## src/rtl/clk_div_mc.sv

```systemverilog
// Multi-channel programmable clock divider. Each channel divides I_REF_CLK by its
// active ratio and swaps in a newly loaded ratio only at a period boundary, bypass edge or sync.

module clk_div_ch #(
    parameter int RATIO_W   = 8,
    parameter int DEF_RATIO = 1
) (
    input  logic               I_REF_CLK,
    input  logic               RST_EN,
    input  logic               clk_en,
    input  logic [RATIO_W-1:0] ratio,
    input  logic               ratio_ld,
    input  logic               sync_req,
    output logic               div_clk,
    output logic               tick,
    output logic               ratio_ack
);
    localparam logic [RATIO_W-1:0] DEF_R = RATIO_W'(DEF_RATIO);

    logic [RATIO_W-1:0] r_q, p_q, cnt_q, cnt_nxt, r_m1, half, new_r;
    logic               pf_q, out_q, div_mode, wrap, apply;

    assign div_mode = clk_en && (r_q >= RATIO_W'(2));
    // R-1 is only meaningful for R>=2; clamp so 0/1 never wrap around
    assign r_m1     = (r_q >= RATIO_W'(2)) ? r_q - RATIO_W'(1) : '0;
    // one extra bit so the largest ratio does not overflow before the shift
    assign half     = RATIO_W'(({1'b0, r_q} + {{RATIO_W{1'b0}}, 1'b1}) >> 1);
    assign wrap     = div_mode && (cnt_q == r_m1);
    assign cnt_nxt  = wrap ? '0 : cnt_q + RATIO_W'(1);
    assign new_r    = ratio_ld ? ratio : p_q;
    assign apply    = (pf_q || ratio_ld) && (sync_req || !div_mode || wrap);

    always_ff @(posedge I_REF_CLK or negedge RST_EN) begin
        if (!RST_EN) begin
            r_q       <= DEF_R;
            p_q       <= DEF_R;
            pf_q      <= 1'b0;
            cnt_q     <= '0;
            out_q     <= 1'b1;
            tick      <= 1'b0;
            ratio_ack <= 1'b0;
        end else begin
            tick      <= 1'b0;
            ratio_ack <= 1'b0;
            if (apply) begin
                r_q       <= new_r;
                p_q       <= new_r;
                pf_q      <= 1'b0;
                cnt_q     <= '0;
                out_q     <= 1'b1;
                ratio_ack <= 1'b1;
                tick      <= div_mode;
            end else begin
                if (ratio_ld) begin
                    p_q  <= ratio;
                    pf_q <= 1'b1;
                end
                // sync beats the natural wrap; bypass simply holds state
                if (sync_req) begin
                    cnt_q <= '0;
                    out_q <= 1'b1;
                    tick  <= div_mode;
                end else if (div_mode) begin
                    cnt_q <= cnt_nxt;
                    out_q <= (cnt_nxt < half);
                    tick  <= (cnt_nxt == '0);
                end
            end
        end
    end

    assign div_clk = div_mode ? out_q : I_REF_CLK;
endmodule

module clk_div_mc #(
    parameter int NUM_CH    = 2,
    parameter int RATIO_W   = 8,
    parameter int DEF_RATIO = 1
) (
    input  logic                      I_REF_CLK,
    input  logic                      RST_EN,
    input  logic [NUM_CH-1:0]         CLK_EN,
    input  logic [NUM_CH*RATIO_W-1:0] DIV_RATIO,
    input  logic [NUM_CH-1:0]         RATIO_LD,
    input  logic                      SYNC_REQ,
    output logic [NUM_CH-1:0]         O_DIV_CLK,
    output logic [NUM_CH-1:0]         O_TICK,
    output logic [NUM_CH-1:0]         O_RATIO_ACK
);
    logic [NUM_CH-1:0][RATIO_W-1:0] ratio_v;

    assign ratio_v = DIV_RATIO;

    for (genvar i = 0; i < NUM_CH; i++) begin : g_ch
        clk_div_ch #(
            .RATIO_W   (RATIO_W),
            .DEF_RATIO (DEF_RATIO)
        ) u_ch (
            .I_REF_CLK (I_REF_CLK),
            .RST_EN    (RST_EN),
            .clk_en    (CLK_EN[i]),
            .ratio     (ratio_v[i]),
            .ratio_ld  (RATIO_LD[i]),
            .sync_req  (SYNC_REQ),
            .div_clk   (O_DIV_CLK[i]),
            .tick      (O_TICK[i]),
            .ratio_ack (O_RATIO_ACK[i])
        );
    end
endmodule

```

## config.mk

```make
export PLATFORM = sky130hd
export DESIGN_NAME = clk_div_mc
export DESIGN_NICKNAME = d
export VERILOG_FILES = /design/src/rtl/clk_div_mc.sv
export SDC_FILE = /design/constraint.sdc
export NUM_CORES = 1
export LEC_CHECK = 0
export CORE_MARGIN = 2
export CORE_UTILIZATION = 60
export DETAILED_ROUTE_END_ITERATION = 10
export GPL_TIMING_DRIVEN = 0
export PLACE_DENSITY = 0.86
export SYNTH_ARGS = -nofsm -noshare
export SYNTH_HDL_FRONTEND = slang
export SYNTH_SLANG_ARGS = --single-unit
```

## constraint.sdc

```tcl
create_clock -name I_REF_CLK -period 5.5 [get_ports I_REF_CLK]
set_input_delay 1.1 -clock I_REF_CLK [delete_from_list [all_inputs] [get_ports I_REF_CLK]]
set_output_delay 1.1 -clock I_REF_CLK [all_outputs]
set_load 0.01 [all_outputs]
```

==> impl_metrics.ini <==
[synthesis]
synth_cell_types = 62
synth_edf_count = 0
synth-main-ff-cell = dfrtp_1
ys_seq_area_share_pct = 36.1
syn_avg_cell_area_sq_um = 9.41
yosysMostFrequentCell = dfrtp_1
synth_cells = 415
synth_top_area_cell = dfrtp_1
synthTopCellsByCount = 50 x dfrtp_1, 31 x nor2_1, 29 x nand2_1, 26 x mux2_2, 24 x clkbuf_1
synth_seq_cells = 56
async_reset_ff_share_pct = 100
syn_nets = 460
yosys-top-cells-area = dfrtp_1 32%, mux2_2 7.5%, ha_1 7.0%
syn_area_sq_um = 3900
yosysWarnings = 0
yosysTopAreaCellShare_pct = 32.0

[place]
placed_cells = 520
place_hpwl_mm = 6.27
place_area_sq_um = 4290
io_buffers = 27
gp_congestion = 0.891

[job]
cap_violations = 0

[timing]
maxSlewViolCount = 0
timing.hold.ws_ns = 0.506
fin_skew_ns = 0.00794
maxSlewHeadroom_pct = 49.5
setup-tns-final_ns = 0
worst_pin_slew_ns = 0.757
finalSetupViolCount = 0
rsz0062_at_grt = no
hold_violations = 0

[setup_path]
worstPathRequired_ns = 4.40
path_common_cell = clkbuf_8
r2r-end = g_ch[1].u_ch.out_q
cp_max_fo = 2
reg2reg_slack_ns = 0.97
timing.rr.start = g_ch[1].u_ch.r_q[0]
worstPathCellList = clkbuf_8, clkbuf_8, mux2_2, buf_4, clkdlybuf4s50_1
max_stage_delay_ns = 0.46
r2r_cells = 18
crit_path_end_kind = output pin
slowest_stage = clkdlybuf4s50_1
critPathArrivalTime_ns = 3.83
worstSetupPathType = clk2out
cp-start-kind = clock port

[floorplan]
initial_core_util_pct = 61.9
die_x_microns = 84.7
rows = 29
dieArea_sq_um = 7170
die_h_microns = 84.7
coreArea_sq_um = 6310
io_pins = 29

[finish]
post-route-util_pct = 70.2
layout.nets = 499
num_antenna_cells = 0
drive_gt1_share_pct = 15.4
fill_cells = 496
syn2layout_area_growth_pct = 13.5
stdcell_count = 532
finish.instance_area_sq_um = 4430

[clocking]
cts_tree = built
clkTransAtPathRegs_ns = 0.10
postCtsSetupBuffers = 0
hold_buffers = 0
worstSkewPairLatency_ns = 0.41
cts_resized = 0

[global_routing]
grtUsageMet3_pct = 5.01
grt_pass1_vias = 3182
grt_max_degree = 41
grt_pass1_wl_mm = 14.3
met2_usage_pct = 43.1
antenna_found_initial = 0
grt_use_total_pct = 24.6
top_usage_layer = met2
use_met1_pct = 30.8
grt-ovfl-total = 0

[drt]
drt_iter0_drc = 220
via_per_inst = 6.13
drc = 0
vias = 3261
wl_per_cell_microns = 15.7
drtAntennaViolNets = 0
wl_mm = 8.33
firstDrtPassIters = 5

[min_path]
hold_class = reg2reg
hold_depth = 1
min_from = g_ch[0].u_ch.p_q[2]
min_to = g_ch[0].u_ch.p_q[2]

[pwr]
p_per_area_nw_per_um2 = 272
vdd_ir_drop_max_v = 0.000226
leakage_nw = 1.90

[status]
status = complete, no violations
## state kept, by name, summed over array words and instances (netlist names)
| name | cells |
|---|---|
| g_ch.u_ch.pf_q | 2 |
| g_ch.u_ch.cnt_q | 16 |
| g_ch.u_ch.p_q | 16 |
| g_ch.u_ch.r_q | 16 |
| g_ch.u_ch.ratio_ack | 2 |
| g_ch.u_ch.out_q | 2 |
| g_ch.u_ch.tick | 2 |
## cell type report
class / instances / area [sq um] / area share, %
Buffer: 34 / 166 / 3.76
Clock buffer: 12 / 148 / 3.33
Clock inverter: 2 / 16.3 / 0.367
Inverter: 8 / 30.0 / 0.678
Multi-Input combinational cell: 317 / 2300 / 51.9
Sequential cell: 56 / 1410 / 31.8
Tap cell: 77 / 96.3 / 2.17
Timing Repair Buffer: 26 / 265 / 5.99
## critical path, delay by kind of cell
kind / cells / cell delay [ns]
buffers and inverters: 4 / 0.82
muxes: 1 / 0.26
## kinds of logic (layout without fill, tap and decap cells)
| family | count (synthesis) | in the layout | synth area share (%) |
|---|---|---|---|
| fa+ha+maj | 22 | 22 | 7.05 |
| compound gates | 79 | 79 | 13.9 |
| mux | 36 | 36 | 11.1 |
| xor+xnor | 31 | 31 | 6.95 |
| simple gates | 149 | 149 | 19.9 |
| buf+inv | 42 | 82 | 5.03 |
| flops | 56 | 56 | 36.1 |
## layout by cell type, fill, tap and decap left out, drive strengths merged, types with 3 or more instances in the layout
cell type / count
dfrtp: 50
mux2: 34
clkbuf: 34
nor2: 32
nand2: 29
clkdlybuf4s50: 26
ha: 22
a21oi: 20
xor2: 16
o21ai: 16
nor3: 15
xnor2: 15
nand3: 15
nand2b: 12
buf: 12
nor4: 9
inv: 8
a21o: 7
and3: 6
nor2b: 6
dfstp: 6
o21a: 5
or3: 5
nand4: 5
a21boi: 3
a31oi: 3
or4: 3
## through the flow
step           setup WS, ns  total power, mW
5_1_grt               0.547             1.28
3_3_place_gp          0.830            0.880
4_1_cts               0.560             1.21
6_report              0.570             1.20
3_5_place_dp          0.830            0.901
2_1_floorplan          1.27            0.787
## how the worst max path moves through the flow
stage                         start      endpoint  cells past startpoint
after floorplan           I_REF_CLK  O_DIV_CLK[0]                      2
after global placement    I_REF_CLK  O_DIV_CLK[0]                      3
after detailed placement  I_REF_CLK  O_DIV_CLK[0]                      3
after CTS                 I_REF_CLK  O_DIV_CLK[1]                      5
after global routing      I_REF_CLK  O_DIV_CLK[1]                      5
final                     I_REF_CLK  O_DIV_CLK[1]                      5
## report_power, final
| group | leakage (nW) | internal, mW | total (mW) | switching (mW) |
|---|---|---|---|---|
| sequential | 0.689 | 0.457 | 0.491 | 0.0341 |
| clock | 0.0938 | 0.183 | 0.346 | 0.163 |
| combinational | 1.12 | 0.172 | 0.366 | 0.194 |
| total | 1.90 | 0.812 | 1.20 | 0.391 |
## layer usage
layer / vias up / part of all wire [%]
li1: 1560 / -
met1: 1570 / 41
met2: 117 / 52
met3: 14 / 5.5
met4: 0 / 1.4
met5: - / 0
(Power assumes the default switching activity.)
